[config.mk]
export PLATFORM = sky130hd
export DESIGN_NAME = i2s_top_tx
export DESIGN_NICKNAME = d
export VERILOG_FILES = /design/src/rtl/i2s_tx_fifo.sv /design/src/rtl/i2s_top_tx.sv
export SDC_FILE = /design/constraint.sdc
export NUM_CORES = 1
export LEC_CHECK = 0
export CORE_ASPECT_RATIO = 2
export CORE_MARGIN = 3
export CORE_UTILIZATION = 30
export CTS_CLUSTER_DIAMETER = 50
export CTS_CLUSTER_SIZE = 20
export DETAILED_ROUTE_END_ITERATION = 10
export HOLD_SLACK_MARGIN = 0.08
export SLEW_MARGIN = 0
export SYNTH_ARGS = -nofsm -noshare
export SYNTH_HDL_FRONTEND = slang
export SYNTH_HIERARCHICAL = 1
export SYNTH_SLANG_ARGS = --single-unit
[constraint.sdc]
create_clock -name clk_i -period 4.62 [get_ports clk_i]
set_input_delay 0.924 -clock clk_i [delete_from_list [all_inputs] [get_ports clk_i]]
set_output_delay 0.924 -clock clk_i [all_outputs]
set_load 0.01 [all_outputs]
[src/rtl/i2s_tx_fifo.sv]
// ----------------------------------------------------------------------------
// i2s_tx_fifo
// Two-entry word FIFO that holds samples waiting for the I2S serializer.
//
// Ports
//   clk_i    : clock, all logic on the rising edge
//   rst_i    : synchronous active-low reset
//   flush_i  : empties the FIFO (wins over push/pop)
//   push_i   : store data_i; ignored while full_o=1
//   pop_i    : advance past the head entry; ignored while empty_o=1
//   data_i   : word to store
//   head_o   : oldest stored word (meaningful only while empty_o=0)
//   empty_o  : no entries stored
//   full_o   : both entries occupied
// ----------------------------------------------------------------------------
module i2s_tx_fifo #(
    parameter int WORD_WIDTH = 16
) (
    input  logic                  clk_i,
    input  logic                  rst_i,
    input  logic                  flush_i,
    input  logic                  push_i,
    input  logic                  pop_i,
    input  logic [WORD_WIDTH-1:0] data_i,
    output logic [WORD_WIDTH-1:0] head_o,
    output logic                  empty_o,
    output logic                  full_o
);

    logic [WORD_WIDTH-1:0] r_mem [2];
    logic                  r_rd_ptr;
    logic                  r_wr_ptr;
    logic [1:0]            r_count;
    logic                  w_push;
    logic                  w_pop;

    assign full_o  = (r_count == 2'd2);
    assign empty_o = (r_count == 2'd0);
    assign w_push  = push_i & ~full_o & ~flush_i;
    assign w_pop   = pop_i & ~empty_o & ~flush_i;
    assign head_o  = r_mem[r_rd_ptr];

    // Storage carries no reset: an entry is only read after it was written.
    always_ff @(posedge clk_i) begin
        if (w_push) begin
            r_mem[r_wr_ptr] <= data_i;
        end
    end

    always_ff @(posedge clk_i) begin
        if (!rst_i || flush_i) begin
            r_rd_ptr <= 1'b0;
            r_wr_ptr <= 1'b0;
            r_count  <= 2'd0;
        end else begin
            if (w_push) begin
                r_wr_ptr <= ~r_wr_ptr;
            end
            if (w_pop) begin
                r_rd_ptr <= ~r_rd_ptr;
            end
            case ({w_push, w_pop})
                2'b10:   r_count <= r_count + 2'd1;
                2'b01:   r_count <= r_count - 2'd1;
                default: r_count <= r_count;
            endcase
        end
    end

endmodule

[src/rtl/i2s_top_tx.sv]
// ----------------------------------------------------------------------------
// i2s_top_tx
// I2S transmitter: queues sample words in a 2-entry FIFO and serializes them
// MSB first, left then right, with word select leading the MSB by one bit.
//
// Ports
//   clk_i          : clock, all logic on the rising edge
//   rst_i          : synchronous active-low reset
//   en_i           : transmit enable; dropping it abandons the frame
//   data_i         : sample word to queue
//   write_i        : push data_i (taken only while ready_o=1)
//   ready_o        : FIFO not full
//   lr_chnl_o      : channel of the next accepted word (0=left, 1=right)
//   underrun_o     : sticky, set when a word had to be sent from an empty FIFO
//   underrun_clr_i : clears underrun_o (a simultaneous set wins)
//   sclk_o         : bit clock, period 2*CLK_DIV clk_i cycles
//   wsel_o         : word select (0=left)
//   sdat_o         : serial data, changes with sclk_o falling
//
// State table
//   state   | meaning
//   S_IDLE  | outputs low, writes accepted to prefill the FIFO
//   S_START | one sclk period carrying a dummy 0 bit with wsel_o=0
//   S_RUN   | continuous left/right word stream
// ----------------------------------------------------------------------------
`ifndef CLOG2
`define CLOG2(x) $clog2(x)
`endif

module i2s_top_tx #(
    parameter int WORD_WIDTH = 16,
    parameter int CLK_DIV    = 2
) (
    input  logic                  clk_i,
    input  logic                  rst_i,
    input  logic                  en_i,
    input  logic [WORD_WIDTH-1:0] data_i,
    input  logic                  write_i,
    output logic                  ready_o,
    output logic                  lr_chnl_o,
    output logic                  underrun_o,
    input  logic                  underrun_clr_i,
    output logic                  sclk_o,
    output logic                  wsel_o,
    output logic                  sdat_o
);

    localparam int BW = `CLOG2(WORD_WIDTH);
    localparam int DW = `CLOG2(CLK_DIV + 1);
    localparam logic [BW-1:0] BIT_LAST   = BW'(WORD_WIDTH - 1);
    localparam logic [BW-1:0] BIT_PENULT = BW'(WORD_WIDTH - 2);
    localparam logic [DW-1:0] DIV_LOAD   = DW'(CLK_DIV - 1);

    typedef enum logic [1:0] {S_IDLE, S_START, S_RUN} state_t;

    state_t                r_state;
    state_t                w_next_state;
    logic [DW-1:0]         r_div_cnt;
    logic [BW-1:0]         r_bit_cnt;
    logic [WORD_WIDTH-1:0] r_shift;
    logic                  r_sclk;
    logic                  r_wsel;
    logic                  r_sdat;
    logic                  r_lr_chnl;
    logic                  r_underrun;

    logic                  w_tick;
    logic                  w_fall;
    logic                  w_pop;
    logic                  w_abort;
    logic                  w_lsb;
    logic                  w_accept;
    logic                  w_empty;
    logic                  w_full;
    logic [WORD_WIDTH-1:0] w_head;
    logic [WORD_WIDTH-1:0] w_word;

    i2s_tx_fifo #(.WORD_WIDTH(WORD_WIDTH)) u_fifo (
        .clk_i   (clk_i),
        .rst_i   (rst_i),
        .flush_i (w_abort),
        .push_i  (write_i),
        .pop_i   (w_pop),
        .data_i  (data_i),
        .head_o  (w_head),
        .empty_o (w_empty),
        .full_o  (w_full)
    );

    assign w_tick   = (r_state != S_IDLE) && (r_div_cnt == '0);
    assign w_fall   = w_tick & r_sclk;
    assign w_accept = write_i & ~w_full & ~w_abort;
    // An empty FIFO at the pop tick sends a word of zeros.
    assign w_word   = w_empty ? '0 : w_head;

    always_ff @(posedge clk_i) begin
        if (!rst_i) begin
            r_state <= S_IDLE;
        end else begin
            r_state <= w_next_state;
        end
    end

    always_comb begin
        w_next_state = r_state;
        w_pop        = 1'b0;
        w_abort      = 1'b0;
        w_lsb        = 1'b0;
        case (r_state)
            S_IDLE: begin
                if (en_i) begin
                    w_next_state = S_START;
                end
            end
            S_START: begin
                if (!en_i) begin
                    w_abort      = 1'b1;
                    w_next_state = S_IDLE;
                end else if (w_fall) begin
                    w_pop        = 1'b1;
                    w_next_state = S_RUN;
                end
            end
            S_RUN: begin
                if (!en_i) begin
                    w_abort      = 1'b1;
                    w_next_state = S_IDLE;
                end else if (w_fall) begin
                    w_pop = (r_bit_cnt == BIT_LAST);
                    w_lsb = (r_bit_cnt == BIT_PENULT);
                end
            end
            default: begin
                w_next_state = S_IDLE;
            end
        endcase
    end

    // Divider, shifter and output registers.
    always_ff @(posedge clk_i) begin
        if (!rst_i || (r_state == S_IDLE) || w_abort) begin
            r_div_cnt <= DIV_LOAD;
            r_bit_cnt <= '0;
            r_shift   <= '0;
            r_sclk    <= 1'b0;
            r_wsel    <= 1'b0;
            r_sdat    <= 1'b0;
        end else begin
            if (w_tick) begin
                r_sclk    <= ~r_sclk;
                r_div_cnt <= DIV_LOAD;
            end else begin
                r_div_cnt <= r_div_cnt - DW'(1);
            end
            if (w_fall) begin
                if (w_pop) begin
                    r_sdat    <= w_word[WORD_WIDTH-1];
                    r_shift   <= {w_word[WORD_WIDTH-2:0], 1'b0};
                    r_bit_cnt <= '0;
                end else begin
                    r_sdat    <= r_shift[WORD_WIDTH-1];
                    r_shift   <= {r_shift[WORD_WIDTH-2:0], 1'b0};
                    r_bit_cnt <= r_bit_cnt + BW'(1);
                end
                if (w_lsb) begin
                    r_wsel <= ~r_wsel;
                end
            end
        end
    end

    always_ff @(posedge clk_i) begin
        if (!rst_i || w_abort) begin
            r_lr_chnl <= 1'b0;
        end else if (w_accept) begin
            r_lr_chnl <= ~r_lr_chnl;
        end
    end

    always_ff @(posedge clk_i) begin
        if (!rst_i) begin
            r_underrun <= 1'b0;
        end else if (w_pop && w_empty) begin
            r_underrun <= 1'b1;
        end else if (underrun_clr_i) begin
            r_underrun <= 1'b0;
        end
    end

    assign ready_o    = ~w_full;
    assign lr_chnl_o  = r_lr_chnl;
    assign underrun_o = r_underrun;
    assign sclk_o     = r_sclk;
    assign wsel_o     = r_wsel;
    assign sdat_o     = r_sdat;

endmodule

==> impl_metrics.py, run 1 <==
metrics = {
    "sta": {
        "final_min_period_over_clock_period_pct": 64.2,
        "period_needed_ns": 2.97,
        "setup_violations": 0,
        "slew_headroom_pct": 43.0,
        "timing.fmax_ghz": 0.337,
        "finalClockSkew_ns": 0.00564,
        "slew_violations": 0,
        "rsz0062_at_grt": "no",
        "timing.setup.tns_ns": 0,
        "hold-worst-slack_ns": 0.457,
        "worst_pin_slew_ns": 0.852,
        "hold_viol_final": 0,
    },
    "synth": {
        "synth_nets": 257,
        "synth_edf_count": 32,
        "ys_seq_area_share_pct": 58.6,
        "ys_ff_latch": 65,
        "syn_inst": 229,
        "synth_warnings": 6,
        "ys_types": 37,
        "syn_area_um2": 2770,
        "avgSynthCellArea_um2": 12.1,
        "ys.flop_type": "dfxtp_1",
        "async_flop_share_pct": 0,
    },
    "critical_path": {
        "cp_common_cell": "nor2_1",
        "cp_top_family": "buffers and inverters",
        "cp_cell_sequence": "clkdlybuf4s50_1 -> nand2_2 -> a21o_1 -> buf_4 -> nor2_1 -> o21ai_0 -> nor2_1 -> ha_1 -> or3_1 -> a21oi_1",
        "crit_fanout": 18,
        "arrival_ns": 3.23,
        "critPathLaunchType": "input pin",
        "reg2reg_slack_ns": 2.09,
        "worst-path-buf-inv": 2,
        "criticalPathCategory": "input pin to flip-flop",
        "timing.rr.end": "u_fifo/r_count[1]",
        "max_stage_delay_ns": 0.63,
        "crit_path_top_delay_cell": "clkdlybuf4s50_1",
        "end_kind": "flip-flop",
        "rr_worst_depth": 11,
        "r2r-start": "r_state[1]",
        "required_ns": 4.88,
    },
    "clock_network": {
        "ctsHoldBuffers": 0,
        "clk_path_buf_depth": 2,
        "post_cts_buffers": 0,
        "cts_max_level": 3,
        "cts_inserted_buffers": 9,
        "post_cts_resized": 0,
        "clk_pin_slew_ns": 0.05,
        "root_buffer": "clkbuf_16",
        "cts_sinks": 65,
        "clock_latency_ns": 0.33,
        "cts_tree": "yes",
    },
    "grt": {
        "grt_max_degree": 26,
        "grt_antenna_before_repair": 0,
        "gr-total-overflow": 0,
        "grt_pass1_vias": 1939,
        "grt_usage_pct": 12.2,
        "grt_pass1_wl_mm": 9.58,
    },
    "floorplanning": {
        "ios": 27,
        "die_y_um": 142,
        "core_um2": 9010,
        "rows": 49,
        "fp.dieW_um": 73.9,
        "die-area_um2": 10500,
        "floorplan.initialDensity_pct": 30.7,
    },
    "placed_design": {
        "gp_congestion": 0.706,
        "io_buffers": 26,
        "dp_hpwl_mm": 4.07,
        "dpl-instance-area_um2": 3120,
    },
    "finish": {
        "fin_area_um2": 3390,
        "final_cell_mix": "dfxtp_1 (33), edfxtp_1 (32), nor2_1 (26), clkdlybuf4s50_1 (26), nor3_1 (17)",
        "fillers": 870,
        "layout-drive-gt1-share_pct": 18.6,
        "multi_input_area_um2": 1020,
        "area_growth_pct": 22.4,
        "fin_nets": 287,
        "ff_latch_area_um2": 1620,
        "mostFrequentLayoutCell": "dfxtp_1",
        "diodes": 0,
    },
    "power": {
        "power_switching_mw": 0.324,
        "p_leak_nw": 1.17,
        "p_per_area_nw_per_um2": 405,
        "power_frac_seq_pct": 47.1,
        "power_frac_comb_pct": 8.3,
        "sw_frac_of_total_pct": 23.6,
        "p_clk_share_pct": 44.6,
        "ir_drop_mv": 0.235,
        "intPower_mw": 1.05,
    },
    "routing": {
        "drtIter0Drc": 126,
        "dr.pass1.iters": 4,
        "routed_wl_mm": 5.74,
        "vias_per_cell": 5.03,
        "ant_nets": 0,
        "wl_per_cell_um": 15.7,
        "drc": 0,
        "dr_total_vias": 1842,
    },
    "min_path": {
        "worstHoldStart": "r_shift[1]",
        "hp-class": "flip-flop to flip-flop",
        "min_path_cells": 2,
        "hold_end": "r_shift[1]",
    },
    "status": {
        "status": "finished clean",
    },
    "job": {
        "cap_violations": 0,
    },
}
==> metal layers <==
metal	track usage [%]	routed length (um)	vias to the layer above	share of wire, %
li1	-	-	904	-
met1	13.0	2060	890	36
met2	21.7	3350	38	58
met3	2.77	178	10	3.1
met4	6.21	153	0	2.7
met5	0	0	-	0
==> Yosys cell counts (4+ instances only) <==
cell type / count / area share [%]
dfxtp_1: 33 / 24
edfxtp_1: 32 / 35
nor2_1: 26 / 3.5
nor3_1: 17 / 3.1
mux2_2: 16 / 6.5
inv_1: 12 / 1.6
a221oi_2: 10 / 5.4
a21oi_1: 9 / 1.6
ha_1: 7 / 3.2
nand2_1: 7 / 0.95
a221oi_1: 5 / 1.6
buf_2: 5 / 0.90
nand3_1: 5 / 0.90
o21ai_0: 4 / 0.72
xnor2_1: 4 / 1.3
==> how the worst max path moves through the flow <==
stage,start,end,slack [ns],cells past startpoint
after floorplan,en_i,u_fifo/r_count[1],2.12,10
after global placement,en_i,u_fifo/r_count[1],1.36,10
after detailed placement,en_i,u_fifo/r_count[1],1.33,10
after CTS,en_i,u_fifo/r_count[1],1.68,10
after global routing,en_i,u_fifo/r_count[1],1.51,10
final,en_i,u_fifo/r_count[1],1.65,10
==> state kept, by name, indices dropped and copies added, names as in the netlist, named ones only <==
signal           flops
r_div_cnt            2
sdat_o               1
lr_chnl_o            1
underrun_o           1
u_fifo/r_rd_ptr      1
r_shift             15
r_state              2
u_fifo/r_count       2
wsel_o               1
u_fifo/r_wr_ptr      1
r_bit_cnt            4
u_fifo/r_mem        32
sclk_o               1
==> kinds of logic (layout without fill, tap and decap cells) <==
kind of cell | after synthesis | count (layout) | synth area share [%]
xor+xnor | 6 | 6 | 1.90
mux | 16 | 16 | 6.51
flops | 65 | 65 | 58.6
compound gates | 38 | 38 | 12.4
buf+inv | 24 | 59 | 4.43
simple gates | 73 | 73 | 13.0
fa+ha+maj | 7 | 7 | 3.16
==> tightest hold or removal path, delay by kind of cell (launching register included) <==
family / cells / cell delay [ns]
simple gates: 1 / 0.05
compound gates: 1 / 0.05
flops: 1 / 0.31
==> power groups by stage <==
stage,combinational [mW],clock [mW],sequential [mW]
final,0.114,0.612,0.646
after global routing,0.126,0.651,0.649
after CTS,0.117,0.629,0.646
after detailed placement,0.116,0,0.658
after global placement,0.115,0,0.657
after floorplan,0.0680,0,0.656
==> final cells by class <==
cell class / count / share of cell area (%)
clock buffers: 10 / 6.76
inverters: 12 / 1.33
multi-input cells: 140 / 30.2
repair buffers: 31 / 8.79
flip-flops and latches: 65 / 47.9
well taps: 102 / 3.77
clock inverters: 6 / 1.29
==> through the flow <==
step / util [%] / setup WS [ns] / std cells / power, mW
after floorplan: - / 2.12 / 229 / 0.724
after global placement: 34.6 / 1.36 / 350 / 0.772
after detailed placement: 34.6 / 1.33 / 350 / 0.775
after CTS: 37.6 / 1.68 / 366 / 1.39
after global routing: 37.6 / 1.51 / 366 / 1.43
final: 37.6 / 1.65 / 366 / 1.37
Note: power is estimated with default switching activity, not from simulation.
==> run 2, diff against run 1 <==
Clock period 4.62 ns to 2.77 ns, I/O delays scaled along.
==> run 2 against run 1 <==
  * Final area rose by 0.33%
  * Die area did not move
  * Non-clock buffer count rose by 4
==> impl_metrics.py, run 2 (synthesis gave the netlist of run 1 again) <==
metrics = {
    "clock_network": {
        "cts_inserted_buffers": 9,
        "root_buffer": "clkbuf_16",
        "clk_path_buf_depth": 2,
        "ctsHoldBuffers": 0,
        "cts_sinks": 65,
        "post_cts_resized": 0,
        "cts_tree": "yes",
        "post_cts_buffers": 0,
        "clock_latency_ns": 0.32,
        "clk_pin_slew_ns": 0.05,
        "cts_max_level": 3,
    },
    "finish": {
        "fillers": 858,
        "reg.largest.list": "u_fifo/r_mem x32, r_shift x15, r_bit_cnt x4",
        "diodes": 0,
        "largest_reg_flops": 32,
        "area_growth_pct": 22.8,
        "fin_nets": 291,
        "multi_input_area_um2": 1020,
        "layout-drive-gt1-share_pct": 18.3,
        "final_cell_mix": "dfxtp_1 (33), edfxtp_1 (32), nor2_1 (26), clkdlybuf4s50_1 (26), nor3_1 (17)",
        "regMostFlops": "u_fifo/r_mem",
        "ff_latch_area_um2": 1620,
        "mostFrequentLayoutCell": "dfxtp_1",
    },
    "min_path": {
        "hold_end": "r_shift[1]",
        "hp-class": "flip-flop to flip-flop",
        "min_path_cells": 2,
        "worstHoldStart": "r_shift[1]",
    },
    "sta": {
        "timing.fmax_ghz": 0.448,
        "slew_violations": 0,
        "timing.setup.tns_ns": 0,
        "setup_violations": 0,
        "rsz0062_at_grt": "no",
        "worst_pin_slew_ns": 0.760,
        "slew_headroom_pct": 49.3,
        "hold_viol_final": 0,
        "final_min_period_over_clock_period_pct": 80.5,
        "finalClockSkew_ns": 0.00453,
        "period_needed_ns": 2.23,
    },
    "routing": {
        "dr_total_vias": 1836,
        "ant_nets": 0,
        "wl_per_cell_um": 15.2,
        "dr.pass1.iters": 4,
        "drc": 0,
        "drtIter0Drc": 103,
        "routed_wl_mm": 5.61,
        "vias_per_cell": 4.96,
    },
    "critical_path": {
        "reg2reg_slack_ns": 0.54,
        "required_ns": 3.02,
        "critPathLaunchType": "flip-flop",
        "timing.rr.end": "u_fifo/r_count[1]",
        "crit_fanout": 4,
        "end_kind": "flip-flop",
        "r2r-start": "r_state[1]",
        "criticalPathCategory": "flip-flop to flip-flop",
        "rr_worst_depth": 10,
        "arrival_ns": 2.48,
    },
    "grt": {
        "grt_usage_pct": 11.7,
        "grt_pass1_vias": 1859,
        "grt_max_degree": 25,
        "grt_antenna_before_repair": 0,
        "gr-total-overflow": 0,
        "grt_pass1_wl_mm": 9.01,
    },
    "floorplanning": {
        "ios": 27,
        "rows": 49,
        "core_um2": 9010,
        "floorplan.initialDensity_pct": 30.7,
        "die_y_um": 142,
        "fp.dieW_um": 73.9,
        "die-area_um2": 10500,
    },
    "placed_design": {
        "io_buffers": 26,
        "dp_hpwl_mm": 4.09,
        "gp_congestion": 0.765,
    },
    "status": {
        "status": "finished clean",
    },
    "power": {
        "p_leak_nw": 1.19,
        "p_per_area_nw_per_um2": 654,
        "fin_total_pwr_mw": 2.22,
        "ir_drop_mv": 0.369,
    },
    "job": {
        "cap_violations": 0,
    },
}
==> run 2: cell count changes in the layout (fill, tap and decap cells not counted), sizes merged <==
cell | previous run | this run
clkinv | 1 | 6
buf | 5 | 9
clkinvlp | 4 | 0
inv | 13 | 12
==> run 2: where the power goes <==
part / internal [mW] / switching, mW / total [mW]
Combinational: 0.0859 / 0.108 / 0.194
Clock: 0.588 / 0.364 / 0.952
Sequential: 1.06 / 0.0161 / 1.08
Total: 1.74 / 0.488 / 2.22
==> run 2: area by class of cell <==
cell class	count	area share, %
well taps	102	3.75
clock inverters	6	0.736
multi-input cells	140	30.1
clock buffers	10	6.74
repair buffers	35	9.64
flip-flops and latches	65	47.7
inverters	12	1.32
==> run 2: worst max path at each step <==
stage	startpoint	end	slack (ns)	cells after the start
floorplan	r_state[1]	u_fifo/r_count[1]	0.45	12
global placement	en_i	u_fifo/r_count[1]	0.27	9
detailed placement	en_i	u_fifo/r_count[1]	0.27	9
CTS	r_state[1]	u_fifo/r_count[1]	0.53	10
global route	r_state[1]	u_fifo/r_count[1]	0.37	10
finish	r_state[1]	u_fifo/r_count[1]	0.54	10
==> run 2: worst max-delay path, stage by stage (launching register included) <==
cell	delay (ns)
dfxtp_1	0.36
inv_1	0.09
ha_1	0.34
nand2_2	0.11
a21o_1	0.18
nor2_1	0.08
o21ai_0	0.13
nor2_1	0.12
ha_1	0.27
or3_1	0.35
a21oi_1	0.14
==> run 2: layer usage <==
metal | GRT usage [%] | part of all wire (%)
met5 | 0 | 0
met4 | 5.54 | 1.9
met3 | 2.91 | 2.2
met2 | 21.4 | 59
met1 | 11.7 | 37
==> run 2: stage by stage <==
step | hold WS (ns) | cell area, um^2 | util [%] | std cells | setup slack (ns)
4_1_cts | 0.458 | 3400 | 37.7 | 370 | 0.533
6_report | 0.457 | 3400 | 37.7 | 370 | 0.539
2_1_floorplan | 0.432 | 2770 | - | 229 | 0.447
3_3_place_gp | 0.440 | 3150 | 34.9 | 354 | 0.270
5_1_grt | 0.491 | 3400 | 37.7 | 370 | 0.368
3_5_place_dp | 0.450 | 3150 | 34.9 | 354 | 0.268
==> run 3, diff against run 2 <==
Clock period 2.77 ns to 1.9 ns, I/O delays scaled along.
==> run 3 against run 2 <==
  * Via count rose by 5.4%
  * Largest cell class unchanged
  * Clock power rose by 51%
  * Sequential power rose by 46%
  * Count of clock-buffer cells in the layout rose by 4
  * Critical path depth rose by 1
  * Wire length rose by 5.2%
  * Global-route usage rose by 0.48 points
  * Critical endpoint unchanged
  * Hold slack got worse by 0.0092 ns
  * Maximum frequency rose by 12%
  * The run now ends with setup timing left
==> impl_metrics.py, run 3 (synthesis gave the netlist of run 1 again) <==
metrics = {
    "floorplanning": {
        "die-area_um2": 10500,
        "core_um2": 9010,
        "die_y_um": 142,
        "floorplan.initialDensity_pct": 30.7,
        "rows": 49,
        "fp.dieW_um": 73.9,
        "ios": 27,
    },
    "clock_network": {
        "clk_pin_slew_ns": 0.05,
        "cts_inserted_buffers": 9,
        "cts_tree": "yes",
        "root_buffer": "clkbuf_16",
        "cts_max_level": 3,
        "clk_path_buf_depth": 2,
        "cts_sinks": 65,
        "clock_latency_ns": 0.32,
    },
    "finish": {
        "mostFrequentLayoutCell": "edfxtp_1",
        "diodes": 0,
        "layout-drive-gt1-share_pct": 28.5,
        "fin_nets": 314,
        "fin_area_um2": 3690,
        "reg.largest.list": "u_fifo/r_mem x32, r_shift x15, r_bit_cnt x4",
        "regMostFlops": "u_fifo/r_mem",
        "final_cell_mix": "edfxtp_1 (32), dfxtp_1 (30), clkdlybuf4s50_1 (25)",
        "area_growth_pct": 33.5,
        "largest_reg_flops": 32,
    },
    "sta": {
        "timing.fmax_ghz": 0.502,
        "worst_pin_slew_ns": 0.294,
        "period_needed_ns": 1.99,
        "hold_viol_final": 0,
        "setup_violations": 1,
        "setup_slack_ns": -0.0916,
        "finalClockSkew_ns": 0.00581,
        "slew_violations": 0,
        "rsz0062_at_grt": "yes",
        "timing.setup.tns_ns": -0.0916,
        "final_min_period_over_clock_period_pct": 105,
        "slew_headroom_pct": 80.3,
    },
    "placed_design": {
        "dpl-instance-area_um2": 3350,
        "dp_hpwl_mm": 4.20,
        "gp_congestion": 0.785,
        "io_buffers": 26,
    },
    "routing": {
        "vias_per_cell": 4.93,
        "wl_per_cell_um": 15.0,
        "drc": 0,
        "dr_total_vias": 1936,
        "ant_nets": 0,
        "routed_wl_mm": 5.90,
        "drtIter0Drc": 136,
        "dr.pass1.iters": 4,
    },
    "power": {
        "p_leak_nw": 1.34,
        "intPower_mw": 2.65,
        "p_per_area_nw_per_um2": 915,
        "p_clk_share_pct": 42.5,
        "sw_frac_of_total_pct": 21.7,
        "power_frac_seq_pct": 46.6,
        "ir_drop_mv": 0.401,
        "power_frac_comb_pct": 10.9,
        "fin_total_pwr_mw": 3.38,
        "power_switching_mw": 0.734,
    },
    "status": {
        "violations": "setup timing",
        "status": "finished with violations",
    },
    "grt": {
        "grt_pass1_wl_mm": 9.41,
        "grt_max_degree": 25,
        "grt_pass1_vias": 1986,
        "grt_usage_pct": 12.1,
        "gr-total-overflow": 0,
        "grt_antenna_before_repair": 0,
    },
    "critical_path": {
        "crit_fanout": 3,
        "cp_top_family": "simple AND/OR/NAND/NOR gates",
        "cp_common_cell": "nor2_1",
        "criticalPathCategory": "flip-flop to flip-flop",
        "arrival_ns": 2.25,
        "end_kind": "flip-flop",
        "max_stage_delay_ns": 0.35,
        "critPathLaunchType": "flip-flop",
        "required_ns": 2.15,
        "worst-path-buf-inv": 1,
        "cp_cell_sequence": "inv_2 -> ha_4 -> nand2_4 -> a21o_1 -> nor2_1 -> o21ai_1 -> nor2_1 -> ha_2 -> xnor2_2 -> or3_1 -> a21oi_1",
        "crit_path_top_delay_cell": "or3_1",
    },
    "job": {
        "cap_violations": 0,
    },
    "min_path": {
        "hp-class": "flip-flop to flip-flop",
    },
}
run 3: cell types whose count changed in the layout (fill, tap and decap cells not counted), sizes merged:
cell / delta
clkinv: -4
clkdlybuf4s50: -1
buf: +23
dlygate4sd2: +1
clkbuf: +4
run 3: cell type report:
class | instances | area [um^2]
inverters | 12 | 45.0
repair buffers | 58 | 563
fillers | 856 | 5320
multi-input cells | 140 | 1070
flip-flops and latches | 65 | 1630
clock buffers | 14 | 254
clock inverters | 2 | 7.51
well taps | 102 | 128
run 3: stage by stage:
stage | utilization, % | hold WS (ns) | cells | setup slack (ns)
after global routing | 41.0 | 0.478 | 393 | -0.211
after floorplan | - | 0.432 | 229 | -0.229
final | 41.0 | 0.448 | 393 | -0.0916
after global placement | 37.1 | 0.440 | 373 | -0.316
after detailed placement | 37.1 | 0.447 | 373 | -0.398
after CTS | 40.1 | 0.452 | 390 | -0.0970
run 3: per-layer routing:
layer	share of wire (%)	track usage, %	vias up
li1	-	-	952
met1	36	11.9	944
met2	59	22.1	26
met3	2.2	2.70	14
met4	3.3	7.26	0
met5	0	0	-
run 3: worst min-delay path: stages, from the launching register on:
cell	delay, ns
dfxtp_1	0.30
nand2_1	0.05
a21oi_1	0.05
run 3: power groups by stage:
stage	sequential, mW	clock [mW]	combinational [mW]
floorplan	1.60	0	0.175
global placement	1.60	0	0.328
detailed placement	1.60	0	0.335
CTS	1.57	1.48	0.340
global route	1.58	1.54	0.400
finish	1.58	1.44	0.370
run 3: path summary, 6_finish.rpt:
path              startpoint           endpoint  slack, ns  depth (start not counted)
setup / recovery  r_state[1]  u_fifo/r_count[1]      -0.09                         11
setup reg to reg  r_state[1]  u_fifo/r_count[1]      -0.09                         11
hold reg to reg   r_shift[1]         r_shift[1]       0.45                          2
hold / removal    r_shift[1]         r_shift[1]       0.45                          2
run 3: repair_timing:
item | 4_1_cts | 5_1_grt
pin swaps | 3 | 3
hold buffers | 0 | 0
cloned | 0 | 2
hold endpoints to repair | 0 | 0
setup endpoints to repair | 2 | 34
gates resized for setup | 3 | 16
buffers inserted | 1 | 1
